**src/rtl/lane_scheduler.sv**
```systemverilog
// lane_scheduler
//
// Sequences the car-lane LED rows for Frogger. A free-running divider produces a
// base tick; each row owns a counter whose period shrinks as the level rises, and
// every wrap of that counter yields a one-cycle step pulse for the row. A four-state
// round FSM (wait/load/run/dead) freezes the car cells, reloads their patterns and
// tracks the difficulty level.
//
// Ports:
//   clk          in   1     system clock
//   reset        in   1     asynchronous, active-high reset
//   start        in   1     one-cycle player start/restart pulse
//   hit          in   1     frog collided with a lit car (level-sensitive)
//   win          in   1     frog reached the far bank (level-sensitive)
//   step         out  ROWS  one-cycle advance enable per row
//   movingRight  out  ROWS  per-row direction (constant DIR_MASK)
//   needReset    out  1     freeze all car cells
//   resetRound   out  1     one-cycle pattern-reload pulse
//   level        out  3     current difficulty level
//   gameOver     out  1     high while the round is dead
//
// All outputs are registered: each flop is loaded from the value the output must
// hold in the state being entered, so outputs change on the same edge as the state.

module lane_scheduler #(
    parameter int unsigned     ROWS        = 8,
    parameter int unsigned     TICK_DIV    = 50,
    parameter int unsigned     BASE_PERIOD = 8,
    parameter int unsigned     MAX_LEVEL   = 7,
    parameter logic [ROWS-1:0] DIR_MASK    = ROWS'(8'hAA)
) (
    input  logic            clk,
    input  logic            reset,
    input  logic            start,
    input  logic            hit,
    input  logic            win,
    output logic [ROWS-1:0] step,
    output logic [ROWS-1:0] movingRight,
    output logic            needReset,
    output logic            resetRound,
    output logic [2:0]      level,
    output logic            gameOver
);

    localparam int unsigned     DivW     = (TICK_DIV > 1) ? $clog2(TICK_DIV) : 1;
    localparam logic [DivW-1:0] DivLast  = DivW'(TICK_DIV - 1);
    localparam logic [2:0]      MaxLevel = 3'(MAX_LEVEL);

    typedef enum logic [1:0] {
        StWait,
        StLoad,
        StRun,
        StDead
    } state_e;

    // Row period in ticks: BASE_PERIOD + (row mod 3) - level, floored at 1 and held
    // inside the 4-bit counter range.
    function automatic logic [3:0] row_period(input int row, input logic [2:0] lvl);
        int p;
        p = int'(BASE_PERIOD) + (row % 3) - int'(lvl);
        if (p < 1) begin
            p = 1;
        end
        if (p > 15) begin
            p = 15;
        end
        return 4'(p);
    endfunction

    // ------------------------------------------------------------------------
    // Base tick divider, free running in every state
    // ------------------------------------------------------------------------
    logic [DivW-1:0] div_q, div_d;
    logic            tick;

    assign tick = (div_q == DivLast);

    always_comb begin
        div_d = div_q + DivW'(1);
        if (tick) begin
            div_d = '0;
        end
    end

    // ------------------------------------------------------------------------
    // Round FSM and level
    // ------------------------------------------------------------------------
    state_e     state_q, state_d;
    logic [2:0] level_q, level_d;

    always_comb begin
        state_d = state_q;
        level_d = level_q;
        case (state_q)
            StWait: begin
                if (start) begin
                    state_d = StLoad;
                end
            end
            StLoad: begin
                state_d = StRun;
            end
            StRun: begin
                // A collision outranks a simultaneous win.
                if (hit) begin
                    state_d = StDead;
                end else if (win) begin
                    state_d = StLoad;
                    if (level_q < MaxLevel) begin
                        level_d = level_q + 3'd1;
                    end
                end
            end
            StDead: begin
                if (start) begin
                    state_d = StLoad;
                    level_d = '0;
                end
            end
            default: begin
                state_d = StWait;
            end
        endcase
    end

    // ------------------------------------------------------------------------
    // Per-row step counters
    // ------------------------------------------------------------------------
    logic [ROWS-1:0][3:0] cnt_q, cnt_d;
    logic [ROWS-1:0][3:0] period;
    logic [ROWS-1:0]      step_q, step_d;
    logic                 run_hold;

    always_comb begin
        for (int r = 0; r < ROWS; r++) begin
            period[r] = row_period(r, level_q);
        end
    end

    // Counting requires staying in RUN across the edge: a hit or win seen in the same
    // cycle as a wrap drops the pulse that would otherwise appear next cycle.
    assign run_hold = (state_q == StRun) && (state_d == StRun);

    always_comb begin
        cnt_d  = cnt_q;
        step_d = '0;
        for (int r = 0; r < ROWS; r++) begin
            if (state_q == StLoad) begin
                cnt_d[r] = '0;
            end else if (run_hold && tick) begin
                // >= guards against a count left above a freshly shortened period.
                if (cnt_q[r] >= period[r] - 4'd1) begin
                    cnt_d[r]  = '0;
                    step_d[r] = 1'b1;
                end else begin
                    cnt_d[r] = cnt_q[r] + 4'd1;
                end
            end
        end
    end

    // ------------------------------------------------------------------------
    // Registered round outputs, decoded from the state being entered
    // ------------------------------------------------------------------------
    logic need_reset_q, need_reset_d;
    logic reset_round_q, reset_round_d;
    logic game_over_q, game_over_d;

    always_comb begin
        need_reset_d  = (state_d == StWait) || (state_d == StDead);
        reset_round_d = (state_d == StLoad);
        game_over_d   = (state_d == StDead);
    end

    // ------------------------------------------------------------------------
    // State registers
    // ------------------------------------------------------------------------
    always_ff @(posedge clk or posedge reset) begin
        if (reset) begin
            div_q         <= '0;
            state_q       <= StWait;
            level_q       <= '0;
            cnt_q         <= '0;
            step_q        <= '0;
            need_reset_q  <= 1'b1;
            reset_round_q <= 1'b0;
            game_over_q   <= 1'b0;
        end else begin
            div_q         <= div_d;
            state_q       <= state_d;
            level_q       <= level_d;
            cnt_q         <= cnt_d;
            step_q        <= step_d;
            need_reset_q  <= need_reset_d;
            reset_round_q <= reset_round_d;
            game_over_q   <= game_over_d;
        end
    end

    assign step        = step_q;
    assign movingRight = DIR_MASK;
    assign needReset   = need_reset_q;
    assign resetRound  = reset_round_q;
    assign level       = level_q;
    assign gameOver    = game_over_q;

endmodule
```
**config.mk**
```make
export PLATFORM = sky130hd
export DESIGN_NAME = lane_scheduler
export DESIGN_NICKNAME = d
export VERILOG_FILES = /design/src/rtl/lane_scheduler.sv
export SDC_FILE = /design/constraint.sdc
export NUM_CORES = 1
export LEC_CHECK = 0
export ABC_CLOCK_PERIOD_IN_PS = 5140
export CAP_MARGIN = 20
export CORE_MARGIN = 5
export CORE_UTILIZATION = 60
export DETAILED_ROUTE_END_ITERATION = 10
export PLACE_DENSITY = 0.88
export SYNTH_ARGS = -nofsm -noshare
export SYNTH_HDL_FRONTEND = slang
export SYNTH_SLANG_ARGS = --single-unit
```
**constraint.sdc**
```tcl
create_clock -name clk -period 5.14 [get_ports clk]
set_clock_uncertainty 0.2 [all_clocks]
set_input_delay 1.285 -clock clk [delete_from_list [all_inputs] [get_ports clk]]
set_output_delay 1.285 -clock clk [all_outputs]
set_load 0.005 [all_outputs]
```
== Yosys cells after proc, flatten, opt, wreduce, memory -nomap -nowiden ==
Index checks and enable logic that the tools add are counted.
Storage, ports and cells
  input port bits: 5
  logic and storage cells: 130
  register bits after elaboration: 54
  output and inout port bits: 22
Operators by class
  mux-type cells: 64
  add/sub/neg operators: 16
  equal/unequal tests: 11
  reduce and logical (&&, ||, !) cells: 9
  $lt $le $gt $ge: 15
Operators with widths (count)
  4-bit 2-to-1 mux: 27
  32-bit by 5-bit greater-than comparator with 1-bit output, second input constant: 3
  32-bit 2-to-1 mux: 3
  4-bit by 1-bit adder with 4-bit output, second input constant: 8
  4-bit greater-or-equal comparator: 8
  1-bit 2-to-1 mux: 24
  5-bit by 2-bit < comparator with 1-bit output, second input constant: 3
  4-bit by 3-bit subtractor with 5-bit output, first input constant: 3
  3-bit 2-to-1 mux: 4
  4-bit by 1-bit subtractor with 4-bit output, second input constant: 3
  2-bit == test, second input constant: 4
  2-bit inequality test, second input constant: 4
  6-bit by 1-bit adder with 6-bit output, second input constant: 1
  6-bit == test, second input constant: 1
  2-bit 2-to-1 mux: 3
  6-bit 2-to-1 mux: 1
  2-bit case mux with 3 select lines: 1
  3-bit case mux with 2 select lines: 1
  5-bit AND reduction: 1
  2-bit by 1-bit == test with 1-bit output, second input constant: 2
  2-bit logical NOT: 2
  2-bit nonzero test: 2
  3-bit by 1-bit adder with 3-bit output, second input constant: 1
  3-bit < comparator, second input constant: 1
  3 further kinds: 4

== Depth between registers and ports, before layout ==
  word-level depth: 10
  mapped depth: 11
  depth with buffers taken out: 10

== Worst setup path before layout ==
OpenSTA, ideal clock, no wires.
  kind: input-to-reg
  start point: input port win
  end point: register cnt_q[13] (netlist name)
  path slack: 2.232 ns
  library setup time: 0.122 ns
  data arrival time: 2.587 ns
  buffers on the path: 2
  required time: 4.818 ns
  stages: 9
  path through: nor2_1 o21ai_0 nand2_1 ha_1 and4_1 and3b_1 buf_4 buf_6 a32o_1
On the way
  cells in the longest elaborated chain, start to end: 7
Ends and longest elaborated chain
  start, declared: line 36  | input logic win,
  2-bit 2-to-1 mux: line 107  | end else if (win) begin
  2-bit 2-to-1 mux: line 105  | if (hit) begin
  2-bit case mux with 3 select lines: line 94  | case (state_q)
  named net state_d[1]: line 88  | state_e state_q, state_d;
  2-bit == test: line 142  | assign run_hold = (state_q == StRun) && (state_d == StRun);
  1-bit logical AND: line 142
  1-bit logical AND: line 150  | end else if (run_hold && tick) begin
  2-bit nonzero test (no line)
  end signal, assigned: line 192  | cnt_q <= cnt_d;
  end, declared: line 129  | logic [ROWS-1:0][3:0] cnt_q, cnt_d;
The timed path passes the listed nets, and every way through them passes these cells.
A chain may end at the register's enable or synchronous reset.

== Worst setup path after layout ==
  start point: register level_q[0], in the netlist level[0]
  end point: register cnt_q[25] (netlist name)
On the way
  cells in the longest elaborated chain, start to end: 10
Ends and longest elaborated chain
  start, declared: line 89  | logic [2:0] level_q, level_d;
  start signal, assigned: line 191  | level_q <= level_d;
  4-bit by 3-bit subtractor with 5-bit output *: line 60  | p = int'(BASE_PERIOD) + (row % 3) - int'(lvl);
  5-bit by 2-bit < comparator with 1-bit output: line 61  | if (p < 1) begin
  32-bit 2-to-1 mux *: line 61
  32-bit by 5-bit greater-than comparator with 1-bit output: line 64  | if (p > 15) begin
  4-bit 2-to-1 mux *: line 64
  4-bit by 1-bit subtractor with 4-bit output *: line 152  | if (cnt_q[r] >= period[r] - 4'd1) begin
  4-bit greater-or-equal comparator *: line 152
  4-bit 2-to-1 mux *: line 152
  4-bit 2-to-1 mux *: line 150
  4-bit 2-to-1 mux *: line 148  | if (state_q == StLoad) begin
Mark *: on every way between the ends. The rest lies on a longest branch, timed or not. The select of a mux whose other input is x is not followed.

==> metrics.csv <==
stage,metric,value,unit
timing,final setup fails,0,
critical_path,crit-path leading delay family,compound AO/OA/AOI/OAI gates,
cells_and_area,share of cells above drive strength 1,8.250,%
timing,Final TNS setup,0,ns
critical_path,CP Class,reg -> reg,
clock_network,post-CTS resize count,0,
critical_path,Critical Path Slowest Stage Cell,dfrtp_1,
detailed_routing,vias per std cell,5.888,
die,IO Count,27,
grt,vias in the first global route,2880,
timing,relative slew slack,41.38,%
critical_path,RR Startpoint,level[0],
placement,detailed placer's ending HPWL,5.490,mm
logic_synthesis,Yosys reg bits,54,
clock_network,Hold Buf Count CTS,0,
clock_network,setup bufs post-CTS,0,
placement,IO buf count,18,
die,Die Width,89.22,um
critical_path,worst path buffer plus inverter count,1,
grt,first-pass GRT wire length,13.14,mm
cells_and_area,synthesis-to-layout area growth,8.209,%
die,Core Rows,28,
timing,Hold Fails Final Rpt,0,
clock_network,TritonCTS clock tree,yes,
critical_path,startpoint types,register,
critical_path,Reg2Reg Depth,9,
timing,min Tclk post-route,3.408,ns
logic_synthesis,Main synth FF type,dfrtp_1,
status,outcome,"complete, no violations",
critical_path,Worst path depth,9,
logic_synthesis,sequential fraction of the synthesis area,35.93,%
timing,ratio of final minimum period to clock period,66.30,%
hold_path,Hold Crit Class,reg -> reg,
placement,routability cong.,0.8522,
critical_path,crit path max fanout,13,
grt,GRT Overall Usage,20.96,%
logic_synthesis,YS warnings,0,
clock_network,Skew-Pair Late Insertion Delay,0.32,ns
grt,largest net degree at the start of global routing,43,
logic_synthesis,fraction of registers with async set/reset,100.0,%
power_and_ir_drop,VDD IR max,0.0004432,V
clock_network,# H-tree levels,2,
critical_path,Crit. Startpoint,level[0],
clock_network,clock slew at reported path FFs,0.10,ns
grt,remaining global-route overflow,0,
die,starting density of the core,62.48,%
cells_and_area,fin nets,461,
logic_synthesis,Synth Instances,384,
power_and_ir_drop,Pwr Density,614.5,nW/um2
detailed_routing,DR DRC count,0,
critical_path,Worst EP arrival,3.46,ns
cells_and_area,FILL cells,450,
timing,RSZ-0062 raised after global routing,no,
clock_network,cts bufs inserted,5,
timing,Fmax achieved,0.2934,GHz
grt,initial antenna violation count,0,
logic_synthesis,Post-Syn Area,3765,um2
critical_path,Critical Path End Type,register,
critical_path,R2R Path End,cnt_q[25],
logic_synthesis,synth unique cells,41,
critical_path,CP max stage delay,0.64,ns
critical_path,r2r setup slk,1.73,ns
critical_path,most frequent cell on the critical path,ha_1,
timing,Slew @ Worst Pin,0.8780,ns
clock_network,CTS Buffer Depth,2,
timing,max-slew violations,0,
clock_network,Sink Count,54,
clock_network,root buffer cell,clkbuf_8,
detailed_routing,DRT iter0 DRCs,143,
power_and_ir_drop,Pwr Total,0.002504,W
flow_run,max-cap violations,0,
detailed_routing,first-pass detailed-route iteration total,4,
critical_path,CP required,5.19,ns
logic_synthesis,"Avg Cell Area, Syn",9.804,um2
die,DIE HEIGHT,89.22,um
detailed_routing,Routed WL,7.605,mm
die,die area,7959,um2
cells_and_area,ANT cells,0,
critical_path,Critical Path End,cnt_q[25],
detailed_routing,Avg WL per Cell,16.01,um
detailed_routing,Via Count,2797,
detailed_routing,antenna-violating nets left,0,
logic_synthesis,number of synthesized flops with an enable pin,0,
critical_path,"Cell Chain, Critical Path","inv_1, ha_1, nor2_1, a21oi_1, xnor2_1, ha_1, a2111oi_4, or2_2, a32o_1",
power_and_ir_drop,Leakage,1.918,nW
die,Core Box Area,6026,um2
==> power by group <==
| group | total (W) | internal (W) | switching [W] |
|---|---|---|---|
| Combinational | 0.00165 | 0.000703 | 0.000948 |
| Clock | 0.000292 | 0.000145 | 0.000147 |
| Sequential | 0.000561 | 0.000487 | 0.0000738 |
| Total | 0.00250 | 0.00133 | 0.00117 |
==> stage by stage <==
stage / setup WS (ns) / instance area [um2] / hold WS [ns] / util [%] / cells
6_report: 1.732 / 4074 / 0.3309 / 67.61 / 475
5_1_grt: 1.553 / 4074 / 0.3530 / 67.61 / 475
4_1_cts: 1.740 / 4074 / 0.3286 / 67.61 / 475
3_5_place_dp: 1.414 / 3960 / 0.3147 / 65.72 / 467
3_3_place_gp: 1.573 / 3960 / 0.2973 / 65.72 / 467
2_1_floorplan: 2.232 / 3787 / 0.2735 / - / 390
==> placed cells by master, fill, tap and decap left out, types with 3 or more instances in the layout <==
cell type	n
o2111ai_1	8
dfrtp_1	53
o21ai_0	23
o211ai_1	3
xnor2_1	7
buf_4	3
o21ai_1	7
clkdlybuf4s50_1	18
o21a_1	8
ha_1	57
a2111oi_4	8
or2_2	8
nor3_1	8
conb_1	8
o221ai_1	7
clkbuf_8	5
nand2_1	35
nand2b_1	8
inv_1	28
nor2_1	32
nand3_1	20
a21oi_1	4
and2_1	8
a32o_1	8
==> worst reg2reg max path: cells and delay by family, from the launching register on <==
| family | cells | cell delay (ns) |
|---|---|---|
| adder cells (fa/ha/maj) | 2 | 0.80 |
| flip-flops | 1 | 0.64 |
| buffers and inverters | 1 | 0.25 |
| AO/OA/AOI/OAI | 3 | 0.90 |
| AND/OR/NAND/NOR | 2 | 0.29 |
| XOR/XNOR | 1 | 0.25 |
==> layout make-up <==
class / instances / area (um2) / area share [%]
repair buffers: 21 / 202.7 / 4.975
well taps: 75 / 93.84 / 2.303
clock buffers: 5 / 68.82 / 1.689
multi-input cells: 288 / 2202 / 54.05
flip-flops and latches: 54 / 1353 / 33.20
clock inverters: 3 / 45.04 / 1.106
inverters: 29 / 108.9 / 2.672
==> kinds of logic after synthesis <==
group | after synthesis | share of synthesized area, %
other cells | 2 | 0.1995
simple gates | 128 | 16.29
mux | 2 | 0.5650
buf+inv | 48 | 6.281
compound gates | 84 | 19.71
fa+ha+maj | 57 | 18.94
xor+xnor | 9 | 2.094
flops | 54 | 35.93
==> layer usage <==
layer / track usage, % / up-vias / part of all wire, %
met1: 25.97 / 1348 / 43
li1: - / 1373 / -
met5: 0 / - / 0
met4: 7.037 / 0 / 2.1
met3: 3.963 / 16 / 3.7
met2: 36.64 / 60 / 51
==> flip-flops by register name, indices dropped and copies added (netlist names) <==
signal / count
cnt_q: 32
div_q: 6
resetRound: 1
state_q: 2
level: 3
needReset: 1
gameOver: 1
step: 8
==> cells in the mapped netlist (all sizes together), types with 2 or more instances <==
cell,instances,area share (%)
buf,15,3.0
o211ai,3,0.60
a31oi,2,0.33
o2111ai,8,1.9
nand3,20,2.7
inv,29,2.9
dfrtp,53,35
o21ai,30,4.0
nor2,32,3.2
o221ai,7,1.6
or2,8,1.3
and4,2,0.47
xor2,2,0.47
conb,2,0.20
nor2b,2,0.33
xnor2,7,1.6
and2,8,1.3
nand2,35,3.5
a32o,8,2.1
a2111oi,8,5.8
o21a,8,1.6
a21oi,5,0.66
o31ai,2,0.40
nor3,8,1.1
clkbuf,4,0.40
ha,57,19
nand2b,8,1.3
==> worst min-delay path by stage <==
stage                  start       end  slack (ns)  depth (start not counted)
finish              div_q[0]  div_q[0]        0.33                          1
global route        div_q[0]  div_q[0]        0.35                          1
CTS                 div_q[0]  div_q[0]        0.33                          1
detailed placement  div_q[0]  div_q[0]        0.31                          1
global placement    div_q[0]  div_q[0]        0.30                          1
floorplan           div_q[0]  div_q[0]        0.27                          1
Power figures use the tool's default switching activity.
==> variant (same flow settings) <==
Encoding of `state_e`: now one-hot (4 bits for 4 states).
--- a/src/rtl/lane_scheduler.sv
+++ b/src/rtl/lane_scheduler.sv
@@ -47,9 +47,9 @@
     localparam logic [2:0]      MaxLevel = 3'(MAX_LEVEL);
 
-    typedef enum logic [1:0] {
-        StWait,
-        StLoad,
-        StRun,
-        StDead
+    typedef enum logic [3:0] {
+        StWait = 4'b0001,
+        StLoad = 4'b0010,
+        StRun  = 4'b0100,
+        StDead = 4'b1000
     } state_e;
 
Formal check against the unedited RTL: same outputs for any inputs over 10 cycles, from zero or initial values and one cycle with reset high; not proved beyond that.
==> variant against the unedited design <==
First-iteration DRC count rose by 0.70%; synthesized area fell by 1.8%; global-route usage rose by 0.22 points; setup slack got worse by 0.39 ns; design area fell by 4.2%; wire length fell by 0.41%; sequential cell count rose by 2; critical path type unchanged; critical endpoint is now cnt_q[14].
Power is not compared: it rests on default switching activity, and its combinational part moved more than twofold at a synthesized area within 25%.
==> variant: results (changes against the unedited design) <==
Place WS=1.390 ns (was 1.414 ns); CP peak stage delay=0.68 ns (was 0.64 ns); first-pass GRT wire length=13230 um (was 13140 um); r2r setup slk=1.34 ns (was 1.73 ns); wire per inst=16.79 um (was 16.01 um); Signal buf overhead=0.05196 (was 0.04975); Worst Reg-to-Reg Cells=10 (was 9); WHS Endpoint=cnt_q[3] (was div_q[0]); Seq area share=0.3598 (was 0.3320); DR vias/cell=6.098 (was 5.888); Hold Worst Slack=0.3065 ns (was 0.3309 ns); clock network area share=0.02309 (was 0.02795); sequential-to-total area share from yosys stat=0.3798 (was 0.3593); largest cells by area after synthesis=dfrtp_1 37%, ha_1 17%, a31oi_1 3.2% (was dfrtp_1 35%, ha_1 19%, a2111oi_4 5.8%); nets@finish=430 (was 461); Post-synth top cells=54 x dfrtp_1, 50 x ha_1, 26 x nor2_1, 22 x nand2_1, 20 x inv_1 (was 57 x ha_1, 53 x dfrtp_1, 35 x nand2_1, 32 x nor2_1, 29 x inv_1); placed cell area=3811 um2 (was 3960 um2); number of ordinary inverters in the final layout=20 (was 29); largest net degree at the start of global routing=31 (was 43); Netlist cell types=50 (was 41); via count=2750 (was 2797); CP Max Fanout=14 (was 13); Worst Path Arrival=3.83 ns (was 3.46 ns); Cells after DPL=443 (was 467); Iter 0 DRT Violations=144 (was 143); Multi-In Gates=271 (was 288); Avg Cell Area, Syn=9.936 um2 (was 9.804 um2); hold_sp=cnt_q[3] (was div_q[0]); Max Clk Rate=0.2633 GHz (was 0.2934 GHz); Placer Congestion=0.8297 (was 0.8522); status=finished clean (unchanged); CP endpoint=cnt_q[14] (was cnt_q[25])
==> variant: cell types whose count changed after synthesis, moves of 8 or more <==
cell / delta
a2111oi_0: +8
a2111oi_4: -8
a31oi_1: +17
clkbuf_1: +8
inv_1: -9
nand2_1: -13
nand3b_1: +12
o2111ai_1: -8
o21ai_0: -20
or3_1: +9
==> variant: layer usage <==
metal | routed length (um) | track usage | share of wire | up-vias
met3 | 314 | 0.03073 | 0.041 | 12
li1 | - | - | - | 1328
met2 | 3826 | 0.3596 | 0.51 | 58
met1 | 3337 | 0.2833 | 0.44 | 1352
met5 | 0 | 0 | 0 | -
met4 | 95 | 0.05907 | 0.013 | 0
==> variant: cell families after synthesis <==
group,count (synthesis),share of synthesized area
AO/OA/AOI/OAI,60,0.1154
XOR/XNOR,14,0.03318
adder cells (fa/ha/maj),50,0.1693
buffers and inverters,51,0.07549
flip-flops,56,0.3798
multiplexers,6,0.01625
other,2,0.002032
AND/OR/NAND/NOR,133,0.2085
